===== config.mk =====
export PLATFORM = sky130hd
export DESIGN_NAME = screen_mem_arbiter_flat
export DESIGN_NICKNAME = d
export VERILOG_FILES = /design/src/rtl/screen_mem_arbiter_if.sv /design/src/rtl/screen_mem_arbiter.sv /design/src/flat_wrapper.sv
export SDC_FILE = /design/constraint.sdc
export NUM_CORES = 1
export LEC_CHECK = 0
export CAP_MARGIN = 15
export CORE_ASPECT_RATIO = 0.9
export CORE_MARGIN = 4
export CORE_UTILIZATION = 26
export CTS_CLUSTER_DIAMETER = 60
export DETAILED_ROUTE_END_ITERATION = 6
export PLACE_DENSITY = 0.88
export SLEW_MARGIN = 25
export SYNTH_ARGS = -nofsm -noshare
export SYNTH_HDL_FRONTEND = slang
export SYNTH_SLANG_ARGS = --single-unit

===== constraint.sdc =====
create_clock -name clk_i -period 3.68 [get_ports clk_i]
set_input_delay 0.552 -clock clk_i [delete_from_list [all_inputs] [get_ports clk_i]]
set_output_delay 0.552 -clock clk_i [all_outputs]
set_load 0.005 [all_outputs]

===== src/rtl/screen_mem_arbiter_if.sv =====
// Bundle of the CPU, VGA and screen-RAM ports around the screen memory arbiter.
// Pure wiring, no latency of its own.
// Backpressure: the CPU side is held by cpu_stall; the VGA side only sees grants.
interface screen_mem_arbiter_if #(
  parameter int AW = 11,
  parameter int DW = 32
);
  // CPU memory-mapped screen access
  logic          cpu_req;
  logic          cpu_we;
  logic [AW-1:0] cpu_addr;
  logic [DW-1:0] cpu_wdata;
  logic          cpu_stall;
  logic [DW-1:0] cpu_rdata;
  // VGA character fetch
  logic          vga_req;
  logic [AW-1:0] vga_addr;
  logic          vga_gnt;
  logic          vga_rvalid;
  logic [DW-1:0] vga_rdata;
  // Screen RAM port (synchronous read, data one cycle after issue)
  logic          mem_en;
  logic          mem_we;
  logic [AW-1:0] mem_addr;
  logic [DW-1:0] mem_wdata;
  logic [DW-1:0] mem_rdata;

  // Arbiter view
  modport slave (
    input  cpu_req, cpu_we, cpu_addr, cpu_wdata, vga_req, vga_addr, mem_rdata,
    output cpu_stall, cpu_rdata, vga_gnt, vga_rvalid, vga_rdata,
           mem_en, mem_we, mem_addr, mem_wdata
  );

  // Environment view (requesters plus RAM)
  modport master (
    output cpu_req, cpu_we, cpu_addr, cpu_wdata, vga_req, vga_addr, mem_rdata,
    input  cpu_stall, cpu_rdata, vga_gnt, vga_rvalid, vga_rdata,
           mem_en, mem_we, mem_addr, mem_wdata
  );
endinterface


===== src/rtl/screen_mem_arbiter.sv =====
// Shares the single-port screen RAM between the MIPS core and the VGA fetcher.
// Latency: CPU write 0 cycles, CPU read 1 stall cycle, VGA read data 1 cycle after grant.
// Backpressure: VGA wins by default; CPU is stalled, but wins after STARVE_LIMIT lost cycles.
module screen_mem_arbiter #(
  parameter int AW           = 11,
  parameter int DW           = 32,
  parameter int STARVE_LIMIT = 4
) (
  input  logic                   clk_i,
  input  logic                   rst_ni,
  screen_mem_arbiter_if.slave    bus
);

  typedef enum logic {
    IDLE    = 1'b0,
    RD_WAIT = 1'b1
  } state_e;

  localparam logic [3:0] LIMIT = 4'(STARVE_LIMIT);

  state_e     state_q, state_d;
  logic [3:0] starve_q, starve_d;
  logic       vga_rvalid_q, vga_rvalid_d;

  logic cpu_elig;
  logic cpu_gnt;
  logic vga_gnt;

  // State registers: FSM, starvation counter and VGA read-data owner flag
  always_ff @(posedge clk_i or negedge rst_ni) begin
    if (!rst_ni) begin
      state_q      <= IDLE;
      starve_q     <= '0;
      vga_rvalid_q <= 1'b0;
    end else begin
      state_q      <= state_d;
      starve_q     <= starve_d;
      vga_rvalid_q <= vga_rvalid_d;
    end
  end

  // Grant decision, next state and all port outputs; everything forced quiet in reset
  always_comb begin
    state_d        = state_q;
    starve_d       = '0;
    vga_rvalid_d   = 1'b0;
    cpu_elig       = 1'b0;
    cpu_gnt        = 1'b0;
    vga_gnt        = 1'b0;
    bus.mem_en     = 1'b0;
    bus.mem_we     = 1'b0;
    bus.mem_addr   = '0;
    bus.mem_wdata  = '0;
    bus.vga_gnt    = 1'b0;
    bus.cpu_stall  = 1'b0;
    bus.cpu_rdata  = '0;
    bus.vga_rvalid = 1'b0;
    bus.vga_rdata  = '0;

    if (rst_ni) begin
      // A CPU read in flight blocks a second CPU issue, freeing the port for VGA
      cpu_elig = bus.cpu_req && (state_q == IDLE);
      cpu_gnt  = cpu_elig && (!bus.vga_req || (starve_q == LIMIT));
      vga_gnt  = bus.vga_req && !cpu_gnt;

      if (cpu_gnt) begin
        bus.mem_en    = 1'b1;
        bus.mem_we    = bus.cpu_we;
        bus.mem_addr  = bus.cpu_addr;
        bus.mem_wdata = bus.cpu_we ? bus.cpu_wdata : '0;
      end else if (vga_gnt) begin
        bus.mem_en   = 1'b1;
        bus.mem_addr = bus.vga_addr;
      end

      // Writes retire in the grant cycle; reads release the CPU in the data cycle
      bus.cpu_stall = bus.cpu_req &&
                      !((cpu_gnt && bus.cpu_we) || (state_q == RD_WAIT));
      bus.vga_gnt   = vga_gnt;

      case (state_q)
        IDLE:    if (cpu_gnt && !bus.cpu_we) state_d = RD_WAIT;
        RD_WAIT: state_d = IDLE;
        default: state_d = IDLE;
      endcase

      // Count only cycles where the CPU could have gone but VGA took the slot
      if (cpu_elig && vga_gnt) begin
        starve_d = (starve_q == LIMIT) ? starve_q : starve_q + 4'd1;
      end

      vga_rvalid_d   = vga_gnt;
      bus.vga_rvalid = vga_rvalid_q;
      bus.vga_rdata  = vga_rvalid_q ? bus.mem_rdata : '0;
      bus.cpu_rdata  = (state_q == RD_WAIT) ? bus.mem_rdata : '0;
    end
  end

endmodule


===== src/flat_wrapper.sv =====
// flat-port wrapper written by rule: the top's interface ports become plain ports
module screen_mem_arbiter_flat 
#(
  parameter int AW           = 11,
  parameter int DW           = 32,
  parameter int STARVE_LIMIT = 4
)
  (clk_i, rst_ni, bus_cpu_req, bus_cpu_we, bus_cpu_addr, bus_cpu_wdata, bus_vga_req, bus_vga_addr, bus_mem_rdata, bus_cpu_stall, bus_cpu_rdata, bus_vga_gnt, bus_vga_rvalid, bus_vga_rdata, bus_mem_en, bus_mem_we, bus_mem_addr, bus_mem_wdata);
  screen_mem_arbiter_if #(.AW(AW), .DW(DW)) bus_i ();
  input  logic clk_i;
  input  logic rst_ni;
  input wire logic [$bits(bus_i.cpu_req)-1:0] bus_cpu_req;
  input wire logic [$bits(bus_i.cpu_we)-1:0] bus_cpu_we;
  input wire logic [$bits(bus_i.cpu_addr)-1:0] bus_cpu_addr;
  input wire logic [$bits(bus_i.cpu_wdata)-1:0] bus_cpu_wdata;
  input wire logic [$bits(bus_i.vga_req)-1:0] bus_vga_req;
  input wire logic [$bits(bus_i.vga_addr)-1:0] bus_vga_addr;
  input wire logic [$bits(bus_i.mem_rdata)-1:0] bus_mem_rdata;
  output wire logic [$bits(bus_i.cpu_stall)-1:0] bus_cpu_stall;
  output wire logic [$bits(bus_i.cpu_rdata)-1:0] bus_cpu_rdata;
  output wire logic [$bits(bus_i.vga_gnt)-1:0] bus_vga_gnt;
  output wire logic [$bits(bus_i.vga_rvalid)-1:0] bus_vga_rvalid;
  output wire logic [$bits(bus_i.vga_rdata)-1:0] bus_vga_rdata;
  output wire logic [$bits(bus_i.mem_en)-1:0] bus_mem_en;
  output wire logic [$bits(bus_i.mem_we)-1:0] bus_mem_we;
  output wire logic [$bits(bus_i.mem_addr)-1:0] bus_mem_addr;
  output wire logic [$bits(bus_i.mem_wdata)-1:0] bus_mem_wdata;
  assign bus_i.cpu_req = bus_cpu_req;
  assign bus_i.cpu_we = bus_cpu_we;
  assign bus_i.cpu_addr = bus_cpu_addr;
  assign bus_i.cpu_wdata = bus_cpu_wdata;
  assign bus_i.vga_req = bus_vga_req;
  assign bus_i.vga_addr = bus_vga_addr;
  assign bus_i.mem_rdata = bus_mem_rdata;
  assign bus_cpu_stall = bus_i.cpu_stall;
  assign bus_cpu_rdata = bus_i.cpu_rdata;
  assign bus_vga_gnt = bus_i.vga_gnt;
  assign bus_vga_rvalid = bus_i.vga_rvalid;
  assign bus_vga_rdata = bus_i.vga_rdata;
  assign bus_mem_en = bus_i.mem_en;
  assign bus_mem_we = bus_i.mem_we;
  assign bus_mem_addr = bus_i.mem_addr;
  assign bus_mem_wdata = bus_i.mem_wdata;
  screen_mem_arbiter #(.AW(AW), .DW(DW), .STARVE_LIMIT(STARVE_LIMIT)) u_core (.clk_i(clk_i), .rst_ni(rst_ni), .bus(bus_i));
endmodule

==> flow_summary.rst <==
.. list-table::
   :header-rows: 1

   * - Metric
     - Value
   * - Run status
     - finished, final reports clean
   * - Post-route DRC violation count
     - 0
   * - Syn nets
     - just over 300
   * - First-pass DRT Iterations
     - 4
   * - Number of filler instances in the final layout
     - around 470
   * - Overall Power
     - approximately 0.41 mW
   * - Pins over their slew limit
     - 0
   * - Combined buffer and inverter count along the critical path
     - 3
   * - Mapped cell area
     - 1400 um2
   * - Total congestion overflow
     - 0
   * - Number of synthesized flops with an enable pin
     - 0
   * - Count of buffers added by post-CTS timing repair for setup
     - 0
   * - Headroom to the max-slew limit
     - 0.440
   * - Area share of the largest cell type after synthesis
     - 0.286
   * - Most numerous cell on the critical path
     - sky130_fd_sc_hd__clkdlybuf4s50_1
   * - Hold buffer count at cts
     - 0
   * - Count of unique library cells instantiated by Yosys
     - 24
   * - Cell-internal power
     - 0.301 mW
   * - Area Overhead vs Synth
     - 146%
   * - Net Sw Frac
     - 0.271
   * - Required @ worst endpoint
     - 3.13 ns
   * - Number of routed nets with antenna violations
     - 0
   * - Sequence of cells on the critical path
     - clkdlybuf4s50_1, nand3b_4, a211oi_4, buf_4, and2_1, clkdlybuf4s50_1
   * - Clock Path Buffers
     - 2
   * - Fin crit period
     - 3.19 ns
   * - Largest area contributor in the netlist
     - sky130_fd_sc_hd__and3_1
   * - Reported net switching power
     - roughly 0.11 mW
   * - Initial Util
     - 0.268
   * - Proportion of layout cells with a drive suffix above 1
     - 0.0280
   * - # H-tree levels
     - 1
   * - Port Buffers
     - slightly above 200
   * - Vertical die dimension
     - around 78 um
   * - Floorplan Core Area
     - 5220 um2
   * - Sequential cell area in the final layout
     - 150 um2
   * - Average routed wire per standard cell
     - 16.3 um
   * - Summed area of non-filler cells in the final layout
     - 3450 um2
   * - Worst VDD drop
     - roughly 190 uV
   * - Final setup viols
     - 0
   * - Max-capacitance violation count
     - 0
   * - Boundary Pins
     - between 200 and 250
   * - Crit path max-delay cell type
     - sky130_fd_sc_hd__clkdlybuf4s50_1
   * - Cell count after placement
     - ~460
   * - Max Clock Skew
     - about 0.0025 ns
   * - Critical Path AT
     - roughly 2.6 ns
   * - Final weighted congestion in routability-driven placement
     - 0.844
   * - Routed met1 length
     - roughly 2.9 mm
   * - Number of rows created at floorplan
     - 25
   * - Fmax
     - between 300 and 400 MHz
   * - Number of register bits inferred by synthesis
     - 6
   * - Critical path capture point type
     - primary output
   * - Maximum fanout along the worst path
     - 33
   * - Cell area power density
     - roughly 120 nW/um2
   * - Finished Core Util
     - 0.660
   * - Number of sinks handled by clock tree synthesis
     - 6
   * - DRT iter0 DRCs
     - a little under 100
   * - Largest cells by area after synthesis
     - sky130_fd_sc_hd__and3_1 (29%), sky130_fd_sc_hd__and2_1 (15%), sky130_fd_sc_hd__dfrtp_1 (11%)
   * - Number of buffers created by CTS
     - 3
   * - Sequential-to-total area share from yosys stat
     - 0.107
   * - Multi-input gate area
     - between 1000 and 1500 um2
   * - Top Family by Delay on Critical Path
     - buffers and inverters
   * - Sequential power share
     - 0.181
   * - Final hold violation count
     - 0
   * - Clock tree from TritonCTS
     - yes
   * - Met3 wire len
     - approximately 500 um
   * - Antenna fix cells
     - 0
   * - Hold Crit Class
     - register to register
   * - Synth warnings
     - 0
   * - Number of antenna violations at the first check in global routing
     - 0
   * - Commonest cells in the netlist
     - sky130_fd_sc_hd__and3_1 (64), sky130_fd_sc_hd__and2_1 (33), sky130_fd_sc_hd__a21oi_1 (24)
   * - Max stage delay on crit path
     - between 0.7 and 0.8 ns
   * - Most used standard cell by instance count after synthesis
     - sky130_fd_sc_hd__and3_1
   * - Portion of total power attributed to the clock network
     - 0.235
   * - Highest routed metal layer
     - met4
   * - Detail-routed via count per cell
     - 4.80
   * - Detailed Place HPWL
     - roughly 6.1 mm
   * - Crit share post-route
     - 0.867
   * - Total number of vias
     - 2208
   * - Final Non-Filler Cells
     - between 400 and 500
   * - Most used DFF post-synth
     - sky130_fd_sc_hd__dfrtp_1
   * - Clk slew on worst S/H paths
     - ~0.030 ns
   * - Placed Instance Area
     - ~3400 um2
   * - Post-synthesis cell count
     - 210
   * - Overall track demand over capacity in global routing
     - 0.212
   * - Unrepaired setup endpoints after global routing
     - no
   * - Insertion delay to the later sink of the worst-skew pair
     - ~0.22 ns
   * - Horizontal die dimension
     - about 85 um
   * - Type of the setup path with the least slack
     - input port to primary output
   * - Final Routed Wirelength
     - ~7.5 mm
   * - Least-Margin Pin Slew
     - ~0.84 ns
   * - Kind of start point of the critical path
     - input port
   * - CTS Root Cell
     - sky130_fd_sc_hd__clkbuf_8
   * - Leakage power
     - about 1.5 nW
   * - Async set-or-reset flop fraction in the synthesized netlist
     - 1.00
   * - Pin count of the biggest net entering global routing
     - between 80 and 90
   * - Length of routed met2 wiring
     - 3.97 mm
   * - Comb pwr share
     - 0.584
   * - Die ar.
     - 6620 um2
   * - Net total in the final layout
     - between 400 and 500
   * - Mean instance size in the synthesized netlist
     - 6.67 um2
   * - Sum of negative setup slack
     - 0 ns
   * - Number of gates given a new drive strength after cts
     - 0
   * - Global-route wire length before repair
     - roughly 11 mm
   * - Via count of the first global-routing pass
     - 2118
[metrics by stage]
step / hold slack, ns / setup slack (ns)
final: 0.484 / 0.490
after CTS: 0.487 / 0.461
after global placement: 0.477 / 0.493
after global routing: 0.496 / 0.335
after detailed placement: 0.482 / 0.458
after floorplan: 0.256 / 1.70
[flip-flops by register name, summed over array words and instances, names as in the netlist]
| name | cells |
|---|---|
| u_core.starve_q | 4 |
| u_core.state_q | 1 |
| u_core.vga_rvalid_q | 1 |
[final timing paths]
| path | cells after the start | slack, ns | endpoint | start |
|---|---|---|---|---|
| max in group asynchronous | 2 | 2.73 | u_core.state_q | rst_ni |
| hold reg to reg | 1 | 0.48 | u_core.starve_q[0] | u_core.starve_q[0] |
| hold / removal | 1 | 0.48 | u_core.starve_q[0] | u_core.starve_q[0] |
| min in group asynchronous | 2 | 0.53 | u_core.starve_q[1] | rst_ni |
| setup reg to reg | 3 | 2.13 | u_core.starve_q[0] | u_core.state_q |
| setup / recovery | 6 | 0.49 | bus_mem_wdata[21] | bus_cpu_req |
[routing by layer]
metal  vias to the layer above  track usage
met5                         -            0
met4                         0       0.0585
met3                        14       0.0382
met2                       102        0.393
met1                       996        0.245
li1                       1096            -
[cells in the final DEF (no fill, tap or decap)]
cell	instances
sky130_fd_sc_hd__nand3b_4	2
sky130_fd_sc_hd__buf_4	4
sky130_fd_sc_hd__nand3b_1	11
sky130_fd_sc_hd__xor2_1	1
sky130_fd_sc_hd__a41o_1	1
sky130_fd_sc_hd__nand2_1	13
sky130_fd_sc_hd__and2b_1	1
sky130_fd_sc_hd__a21oi_1	24
sky130_fd_sc_hd__and2_1	33
sky130_fd_sc_hd__nand4_1	1
sky130_fd_sc_hd__clkbuf_8	3
sky130_fd_sc_hd__inv_1	4
sky130_fd_sc_hd__nor2b_1	1
sky130_fd_sc_hd__and3_1	64
sky130_fd_sc_hd__buf_2	1
sky130_fd_sc_hd__and3b_1	1
sky130_fd_sc_hd__a211oi_4	1
sky130_fd_sc_hd__nand3_1	1
sky130_fd_sc_hd__nor2_1	4
sky130_fd_sc_hd__clkdlybuf4s50_1	201
sky130_fd_sc_hd__o21a_1	12
sky130_fd_sc_hd__xnor2_1	1
sky130_fd_sc_hd__ha_1	2
sky130_fd_sc_hd__dfrtp_1	6
[power groups by stage]
stage	clock network, mW	logic (mW)	registers, mW
detailed placement	0	0.242	0.0752
global route	0.107	0.260	0.0751
CTS	0.101	0.243	0.0744
global placement	0	0.238	0.0749
floorplan	0	0.0763	0.0707
finish	0.0973	0.241	0.0747
[cell families (layout without fill, tap and decap cells)]
kind of cell | after synthesis | after routing | share of synthesized area
flops | 6 | 6 | 0.107
xor+xnor | 2 | 2 | 0.0125
buf+inv | 30 | 213 | 0.100
fa+ha+maj | 2 | 2 | 0.0179
simple gates | 132 | 132 | 0.591
compound gates | 38 | 38 | 0.172
[layout make-up]
type / count / area share
clock buffer: 3 / 0.0120
inverter: 4 / 0.00436
timing repair buffer: 206 / 0.594
sequential: 6 / 0.0436
multi-input combinational: 174 / 0.322
tap: 67 / 0.0243
No activity file was read; power rests on OpenSTA's default activity.
==> patch, RTL diff (same settings) <==
`DW` is set to 32 in 3 places; all go to 24.
--- a/src/rtl/screen_mem_arbiter_if.sv
+++ b/src/rtl/screen_mem_arbiter_if.sv
@@ -5,3 +5,3 @@
   parameter int AW = 11,
-  parameter int DW = 32
+  parameter int DW = 24
 );
--- a/src/rtl/screen_mem_arbiter.sv
+++ b/src/rtl/screen_mem_arbiter.sv
@@ -5,3 +5,3 @@
   parameter int AW           = 11,
-  parameter int DW           = 32,
+  parameter int DW           = 24,
   parameter int STARVE_LIMIT = 4
--- a/src/flat_wrapper.sv
+++ b/src/flat_wrapper.sv
@@ -4,3 +4,3 @@
   parameter int AW           = 11,
-  parameter int DW           = 32,
+  parameter int DW           = 24,
   parameter int STARVE_LIMIT = 4
Interface: changed (5 resized); port bits go from 203 to 163. No check against the original RTL was run, so the function may have changed too.
==> patch against the original RTL <==
- sequential cell count unchanged
- critical endpoint is now bus_mem_addr[7]
- final area decreased by 16%
- first-iteration DRC count is 49% lower
- cell count fell by 15%
- critical path type unchanged
- wire length down 21%
- power shrank 10%
- largest power group unchanged
- setup slack improved by 50 ps
- synthesized area decreased by 13%
==> patch: results (changes against the original RTL) <==
[run_status]
outcome=finished clean

[final_layout]
reg_top3=u_core.starve_q: 4 flops, u_core.state_q: 1 flops, u_core.vga_rvalid_q: 1 flops
antenna_cells=0  ; unchanged
fin_cells=391  ; -15%
fin_nets=408  ; -16%
n_fill_cell=410  ; -12%
drive_gt1_frac=0.0334  ; +0.00544

[clock_tree]
post_cts_resized=0  ; unchanged
htreeDepth=1  ; unchanged
cts_root_buf=clkbuf_8
cts.clk_slew.worst_paths_ps=30  ; about the same
postCtsSetupBuffers=0  ; unchanged
cts_buffers=3  ; unchanged
clk_latency_ps=220  ; about the same
cts_buffer_depth=2  ; unchanged

[placement]
numPortBuffers=162  ; -20%
dpl.hpwl_um=4810  ; -21%
finalWeightedCongestion=0.793  ; -6.1%

[detailed_routing]
vias=1852  ; -16%
drt-pass1-iter-count=4  ; unchanged
drt_iter0_drc=50  ; -49%
routedWlPerCell_um=15.3  ; -6.6%

[grt]
grt_first_pass_wirelength_um=8900  ; -23%
antenna_found_initial=0  ; unchanged
grt_max_degree=72  ; -18%
first_global_vias=1722  ; -19%
grt_use_total=0.192  ; -0.0199

[worst_setup_path]
path_max_fanout=15  ; -55%
reg2reg_slack_ps=2060  ; -70 ps
critPathLaunch=bus_cpu_req
reg2reg_to=u_core.starve_q[2]
crit_arrival_ps=2590  ; -50 ps
r2r_cells=4  ; +1
crit_path_end=bus_mem_addr[7]

[synthesis]
synthFlopType=dfrtp_1
async_flop_share=1.00  ; unchanged
synth_cell_type_count=23  ; -4.2%
yosysWarnings=0  ; unchanged
synth-compound-area-share=0.198  ; +0.0259
yosys-top-cells-area=and3_1 (25%), and2_1 (13%), dfrtp_1 (12%)
synth_xor_area_frac=0.0144  ; +0.00189
synthMuxAreaShare=0  ; unchanged
synth_commonest_cells=and3_1 (48), and2_1 (25), a21oi_1 (24)
synthAdderAreaFrac=0.0206  ; +0.00270
synth_top_family_by_area=simple AND/OR/NAND/NOR gates
ys_seq_area_frac=0.123  ; +0.0162
synth_cells=182  ; -13%
syn-num-nets=259  ; -15%

[power_and_ir_drop]
peakVddDrop_v=0.000140  ; -27%
leakagePower_nw=1.27  ; -18%

[timing]
finClkSkew_ps=0.413  ; -2.04 ps
tightest_slew_ps=678  ; -162 ps
hold_violations=0  ; unchanged

[worst_hold_path]
hold_class=in2async

patch: per-stage QoR:
stage                     worst slack, ps  area (sq um)
after global routing                  385          2880
after floorplan                      1760          1220
after detailed placement              533          2840
final                                 540          2880
after global placement                541          2840
after CTS                             525          2880
patch: worst min-delay path by stage:
stage	from	end	slack, ps	cells past startpoint
after floorplan	rst_ni	u_core.starve_q[0]	260	0
after CTS	rst_ni	u_core.starve_q[0]	430	2
after detailed placement	u_core.starve_q[0]	u_core.starve_q[0]	500	1
after global routing	rst_ni	u_core.state_q	460	2
final	rst_ni	u_core.state_q	420	2
after global placement	u_core.starve_q[0]	u_core.starve_q[0]	480	1
patch: kinds of logic after synthesis:
group / count (synthesis)
DFF: 6
xor gates and xnor gates: 2
adders and majority gates: 2
and+or+nand+nor: 108
buffers and inverters: 26
AOI/OAI and AO/OA: 38
patch: layout make-up:
class | instances | area, sq um | share of cell area
tap | 62 | 77.6 | 0.0269
clock buffer | 3 | 41.3 | 0.0143
inverter | 4 | 15.0 | 0.00522
timing repair buffer | 166 | 1650 | 0.572
sequential | 6 | 150 | 0.0522
multi-input combinational | 150 | 948 | 0.329
patch: worst max-delay path, cell delays in order:
cell,delay [ps]
clkdlybuf4s50_1,480
buf_4,190
nor2b_2,550
a21oi_1,150
o21a_1,210
clkdlybuf4s50_1,450
patch: per-layer routing:
layer / vias to the layer above / GRT usage / share of wire
met5: - / 0 / 0
met3: 11 / 0.0494 / 0.11
met2: 108 / 0.335 / 0.49
li1: 927 / - / -
met4: 0 / 0.0582 / 0.019
met1: 806 / 0.230 / 0.39
patch: power breakdown:
group | total (mW) | internal (mW) | leakage (nW) | switching [mW]
logic | 0.204 | 0.136 | 1.16 | 0.0677
clock network | 0.0961 | 0.0701 | 0.0216 | 0.0260
registers | 0.0720 | 0.0681 | 0.0819 | 0.00391
total | 0.372 | 0.275 | 1.27 | 0.0976
